## config.mk

```make
export PLATFORM = sky130hd
export DESIGN_NAME = mdu_hilo
export DESIGN_NICKNAME = d
export VERILOG_FILES = /design/src/rtl/mdu_hilo.sv
export SDC_FILE = /design/constraint.sdc
export NUM_CORES = 2
export LEC_CHECK = 0
export BUFFER_PORTS_ARGS = -buffer_cell sky130_fd_sc_hd__buf_2
export CAP_MARGIN = 20
export CORE_AREA = 8 8 399 401
export CTS_BUF_LIST = sky130_fd_sc_hd__clkbuf_8
export CTS_CLUSTER_DIAMETER = 80
export DETAILED_ROUTE_END_ITERATION = 16
export DIE_AREA = 0 0 407 409
export GPL_TIMING_DRIVEN = 0
export PLACE_DENSITY = 0.57
export SYNTH_ARGS = -nofsm -noshare
export SYNTH_HDL_FRONTEND = slang
export SYNTH_SLANG_ARGS = --single-unit
export TNS_END_PERCENT = 1
```

## constraint.sdc

```tcl
create_clock -name clk -period 12.4 [get_ports clk]
set_input_delay 2.48 -clock clk [delete_from_list [all_inputs] [get_ports clk]]
set_output_delay 2.48 -clock clk [all_outputs]
set_load 0.05 [all_outputs]
```

## src/rtl/mdu_hilo.sv

```systemverilog
`default_nettype none
// +----------------------------------------------------------------------------+
// | mdu_hilo: multiply/divide unit owning the HI/LO architectural registers.   |
// | Rev 1.0 - initial release                                                  |
// +----------------------------------------------------------------------------+
module mdu_hilo #(
  parameter int WIDTH      = 32,
  parameter int MUL_STAGES = 2
) (
  input  logic             clk,
  input  logic             rstn,
  input  logic             start,
  input  logic [2:0]       op,
  input  logic [WIDTH-1:0] src1,
  input  logic [WIDTH-1:0] src2,
  input  logic             flush,
  output logic             busy,
  output logic             done,
  output logic [WIDTH-1:0] hi,
  output logic [WIDTH-1:0] lo
);

  localparam int c_cnt_w = $clog2(WIDTH + MUL_STAGES + 1);

  localparam logic [1:0] c_st_idle = 2'd0;
  localparam logic [1:0] c_st_mul  = 2'd1;
  localparam logic [1:0] c_st_div  = 2'd2;

  localparam logic [c_cnt_w-1:0] c_mul_last = c_cnt_w'(MUL_STAGES - 1);
  localparam logic [c_cnt_w-1:0] c_div_last = c_cnt_w'(WIDTH);
  localparam logic [c_cnt_w-1:0] c_cnt_one  = c_cnt_w'(1);

  logic [1:0]         r_state;
  logic [c_cnt_w-1:0] r_cnt;
  logic [WIDTH-1:0]   r_src1;
  logic [WIDTH-1:0]   r_src2;
  logic               r_signed;
  logic [WIDTH-1:0]   r_quo;
  logic [WIDTH-1:0]   r_rem;
  logic [WIDTH-1:0]   r_hi;
  logic [WIDTH-1:0]   r_lo;
  logic               r_done;

  logic               w_accept;
  logic               w_acc_signed;
  logic [WIDTH-1:0]   w_src1_mag;
  logic               w_a_neg;
  logic               w_b_neg;
  logic [WIDTH-1:0]   w_div_mag;
  logic [WIDTH:0]     w_shift;
  logic               w_ge;
  logic [WIDTH-1:0]   w_sub;
  logic [WIDTH-1:0]   w_quo_fix;
  logic [WIDTH-1:0]   w_rem_fix;
  logic               w_div_zero;
  logic [2*WIDTH-1:0] w_mul_a;
  logic [2*WIDTH-1:0] w_mul_b;
  logic [2*WIDTH-1:0] w_prod;

  assign busy = (r_state != c_st_idle);
  assign done = r_done;
  assign hi   = r_hi;
  assign lo   = r_lo;

  assign w_accept     = start & ~flush & (r_state == c_st_idle);
  assign w_acc_signed = ~op[0];
  assign w_src1_mag   = (w_acc_signed & src1[WIDTH-1]) ? -src1 : src1;

  assign w_a_neg   = r_signed & r_src1[WIDTH-1];
  assign w_b_neg   = r_signed & r_src2[WIDTH-1];
  assign w_div_mag = w_b_neg ? -r_src2 : r_src2;

  // Extending to 2*WIDTH makes one unsigned multiply serve both MULT and MULTU.
  assign w_mul_a = {{WIDTH{w_a_neg}}, r_src1};
  assign w_mul_b = {{WIDTH{w_b_neg}}, r_src2};
  assign w_prod  = w_mul_a * w_mul_b;

  // Restoring step: the partial remainder stays below the divisor, so the
  // difference always fits in WIDTH bits when the subtraction is taken.
  assign w_shift = {r_rem, r_quo[WIDTH-1]};
  assign w_ge    = (w_shift >= {1'b0, w_div_mag});
  assign w_sub   = w_shift[WIDTH-1:0] - w_div_mag;

  assign w_quo_fix  = (w_a_neg ^ w_b_neg) ? -r_quo : r_quo;
  assign w_rem_fix  = w_a_neg ? -r_rem : r_rem;
  assign w_div_zero = (r_src2 == '0);

  always_ff @(posedge clk or negedge rstn) begin
    if (!rstn) begin
      r_state  <= c_st_idle;
      r_cnt    <= '0;
      r_src1   <= '0;
      r_src2   <= '0;
      r_signed <= 1'b0;
      r_quo    <= '0;
      r_rem    <= '0;
      r_hi     <= '0;
      r_lo     <= '0;
      r_done   <= 1'b0;
    end else begin
      r_done <= 1'b0;
      case (r_state)
        c_st_idle: begin
          if (w_accept) begin
            case (op)
              3'b000, 3'b001: begin
                r_state  <= c_st_mul;
                r_cnt    <= c_mul_last;
                r_src1   <= src1;
                r_src2   <= src2;
                r_signed <= w_acc_signed;
              end
              3'b010, 3'b011: begin
                r_state  <= c_st_div;
                r_cnt    <= c_div_last;
                r_src1   <= src1;
                r_src2   <= src2;
                r_signed <= w_acc_signed;
                r_quo    <= w_src1_mag;
                r_rem    <= '0;
              end
              3'b100:  r_hi <= src1;
              3'b101:  r_lo <= src1;
              default: ;
            endcase
          end
        end
        c_st_mul: begin
          if (flush) begin
            r_state <= c_st_idle;
          end else if (r_cnt == '0) begin
            r_hi    <= w_prod[2*WIDTH-1:WIDTH];
            r_lo    <= w_prod[WIDTH-1:0];
            r_done  <= 1'b1;
            r_state <= c_st_idle;
          end else begin
            r_cnt <= r_cnt - c_cnt_one;
          end
        end
        c_st_div: begin
          if (flush) begin
            r_state <= c_st_idle;
          end else if (r_cnt == '0) begin
            // Final cycle: sign fix-up, or the divide-by-zero result.
            if (w_div_zero) begin
              r_hi <= r_src1;
              r_lo <= '1;
            end else begin
              r_hi <= w_rem_fix;
              r_lo <= w_quo_fix;
            end
            r_done  <= 1'b1;
            r_state <= c_st_idle;
          end else begin
            r_rem <= w_ge ? w_sub : w_shift[WIDTH-1:0];
            r_quo <= {r_quo[WIDTH-2:0], w_ge};
            r_cnt <= r_cnt - c_cnt_one;
          end
        end
        default: r_state <= c_st_idle;
      endcase
    end
  end

endmodule
`default_nettype wire

```

==> flow_metrics.py <==
metrics = {
    "grt": {
        "grt_pass1_vias": 45780,
        "grt_antenna_before_repair": 28,
        "grtUsageTotal": 0.2643,
        "grt_overflow": 0,
        "grt_pass1_wl_um": 320700,
        "grt_start_max_net_pins": 103,
    },
    "sta": {
        "slew_headroom": 0.1394,
        "period_share": 0.9612,
        "hold_viol": 0,
        "setup_tns_ns": 0,
        "fmax_mhz": 83.90,
        "worstMarginPinSlew_ns": 1.291,
        "min_period_ns": 11.92,
        "slew_viol_final": 0,
        "finalSetupViolCount": 0,
        "skew_ns": 0.03954,
        "rsz0062_at_grt": "false",
    },
    "logic_synthesis": {
        "synth-seq-cells": 202,
        "ys_seq_area_frac": 0.09542,
        "synth_warnings": 0,
        "ys_types": 102,
        "yosysTopAreaCellShare": 0.4255,
        "synth_nets": 7446,
        "syn_inst": 5995,
        "ys_async_sr_fraction": 1.000,
        "postSynthAreaPerCell_um2": 8.836,
        "synth_ff_type": "dfrtp_1",
        "synth_edf_count": 0,
        "yosys.area.top_type": "fa_1",
        "synth.area.top_cells": "fa_1 43%, dfrtp_1 9.5%, inv_1 8.3%, nand2_1 6.9%, ha_1 6.0%",
        "syn_area_mm2": 0.05297,
    },
    "cts": {
        "clock-root-buffer": "clkbuf_8",
        "cts_resized": 0,
        "clk_path_buf_depth": 3,
        "cts_sinks": 202,
        "postCtsSetupRepairBufs": 0,
        "hold_buffers": 0,
        "numCtsBuffers": 36,
        "clkTransAtPathRegs_ns": 0.07,
        "htree_levels": 2,
        "worstSkewPairLatency_ns": 0.60,
        "cts_tree": "built",
    },
    "setup_path": {
        "critPathTopFamily": "adder cells",
        "cpMaxStageDelayCell": "fa_1",
        "r2r_setup_slack_ns": 0.48,
        "crit_arrival_ns": 12.38,
        "cp_common_cell": "fa_1",
        "critPathMaxFanout": 10,
        "crit_end": "hi[23]",
        "path_buf_inv": 11,
        "cp.required_ns": 12.86,
        "r2r_end": "hi[23]",
        "crit_type": "reg2reg",
        "start_kind": "flop",
        "cp.depth": 29,
        "r2r_start": "r_src1[31]",
        "worstRegToRegCells": 29,
        "worstSetupEndpointType": "flop",
        "critPathLaunch": "r_src1[31]",
        "cpPeakStageDelay_ns": 0.96,
    },
    "detailed_routing": {
        "drtPass1Iterations": 6,
        "vias": 45180,
        "via_per_inst": 5.462,
        "ant_nets": 0,
        "drt_iter0_drc": 4841,
        "wl_per_cell_um": 27.09,
        "drcViolationCount": 0,
        "routed_wl_um": 224100,
    },
    "floorplan": {
        "core_area_mm2": 0.1530,
        "die_y_um": 409,
        "die-area_mm2": 0.1665,
        "io_pins": 137,
        "dieWidth_um": 407,
        "start_util": 0.3463,
        "rows": 144,
    },
    "outcome": {
        "status": "finished clean",
    },
    "finish": {
        "nNetsFinal": 7639,
        "drive_gt1_frac": 0.06021,
        "layout_commonest_cell": "inv_1",
        "area_growth_syn_to_layout_pct": 8.352,
        "mostFrequentLayoutCells": "1180 x inv_1, 1125 x fa_1, 968 x nand2_1",
    },
    "placed_design": {
        "dp_hpwl_um": 187800,
        "gp_congestion": 1.004,
        "port_buffers": 132,
    },
    "run": {
        "drv_cap": 0,
    },
    "hold_path": {
        "hp-class": "reg2reg",
    },
}
-- per-layer routing --
metal	part of all wire	vias to the layer above	GRT usage
met5	0.00032	-	0
met4	0.076	10	0.1532
met3	0.097	606	0.05547
met2	0.44	2499	0.4053
met1	0.39	23310	0.3447
li1	-	18760	-
-- area by class of cell --
type                       count  area (um2)
antenna                       15       37.54
buffer                       395        1543
clock buffer                  44       605.6
clock inverter                18       111.4
fill                       15880       95570
inverter                    1170        4392
multi-input combinational   4228       42000
sequential                   202        5055
tap                         2044        2557
timing repair buffer         155        1102
-- through the flow --
step                setup slack (ns)  instance area, um2  cells    util  hold WS (ns)
floorplan                      3.822               52970   5995       -        0.4943
global placement             0.08439               56190   8171  0.3674        0.4596
detailed placement            0.1653               56610   8191  0.3701        0.4649
CTS                           0.1285               57320   8253  0.3747        0.4784
global route                  0.2405               57360   8257  0.3750        0.4941
finish                        0.4817               57400   8271  0.3752        0.4784
-- cells in the mapped netlist, types with 10 or more instances --
master    count
a211oi_1     19
a21o_1       45
a21oi_1     175
a221oi_1     28
a31oi_1      25
and2_1      356
and3_1       35
buf_1        33
buf_2        11
clkbuf_1    342
dfrtp_1     202
fa_1       1126
ha_1        254
inv_1      1170
mux2_2       61
mux2i_1      13
nand2_1     968
nand2b_1     26
nand3_1      40
nand4_1      41
nor2_1      218
nor2b_1      19
nor3_1       54
nor4_1       13
o211ai_1     21
o211ai_2     16
o21a_1       12
o21ai_0     171
o21ai_1      12
o21bai_1     15
o221ai_1     13
o22ai_1      12
o31ai_1      57
o41ai_1      10
or3_1        21
xnor2_1     124
xor2_1       77
-- worst min-delay path by stage --
stage / from / end / slack, ns / cells past startpoint
final: lo[30] / lo[30] / 0.48 / 2
after global routing: lo[5] / lo[5] / 0.49 / 2
after CTS: lo[30] / lo[30] / 0.48 / 2
after detailed placement: lo[30] / lo[30] / 0.46 / 2
after global placement: lo[22] / lo[22] / 0.46 / 1
after floorplan: r_cnt[1] / r_cnt[1] / 0.49 / 2
-- kinds of logic after synthesis --
group,Yosys count,share of synthesized area
adders and majority gates,1380,0.4855
AOI/OAI and AO/OA,721,0.09374
buffers and inverters,1565,0.1120
DFF,202,0.09542
and+or+nand+nor,1852,0.1647
xor gates and xnor gates,201,0.03323
muxes,74,0.01542
-- flip-flops by register name (all words and copies together) (netlist names) --
register,cells
r_rem,32
r_src2,32
r_signed,1
done,1
r_src1,32
lo,32
hi,32
r_state,2
r_cnt,6
r_quo,32
-- tightest hold or removal path, stage by stage, from the launching register on --
cell     delay, ns
dfrtp_1       0.34
nand2_1       0.05
o31ai_1       0.05
Power is not shown: default switching activity piles up to over one toggle a cycle in this logic, so the estimate is an artifact.
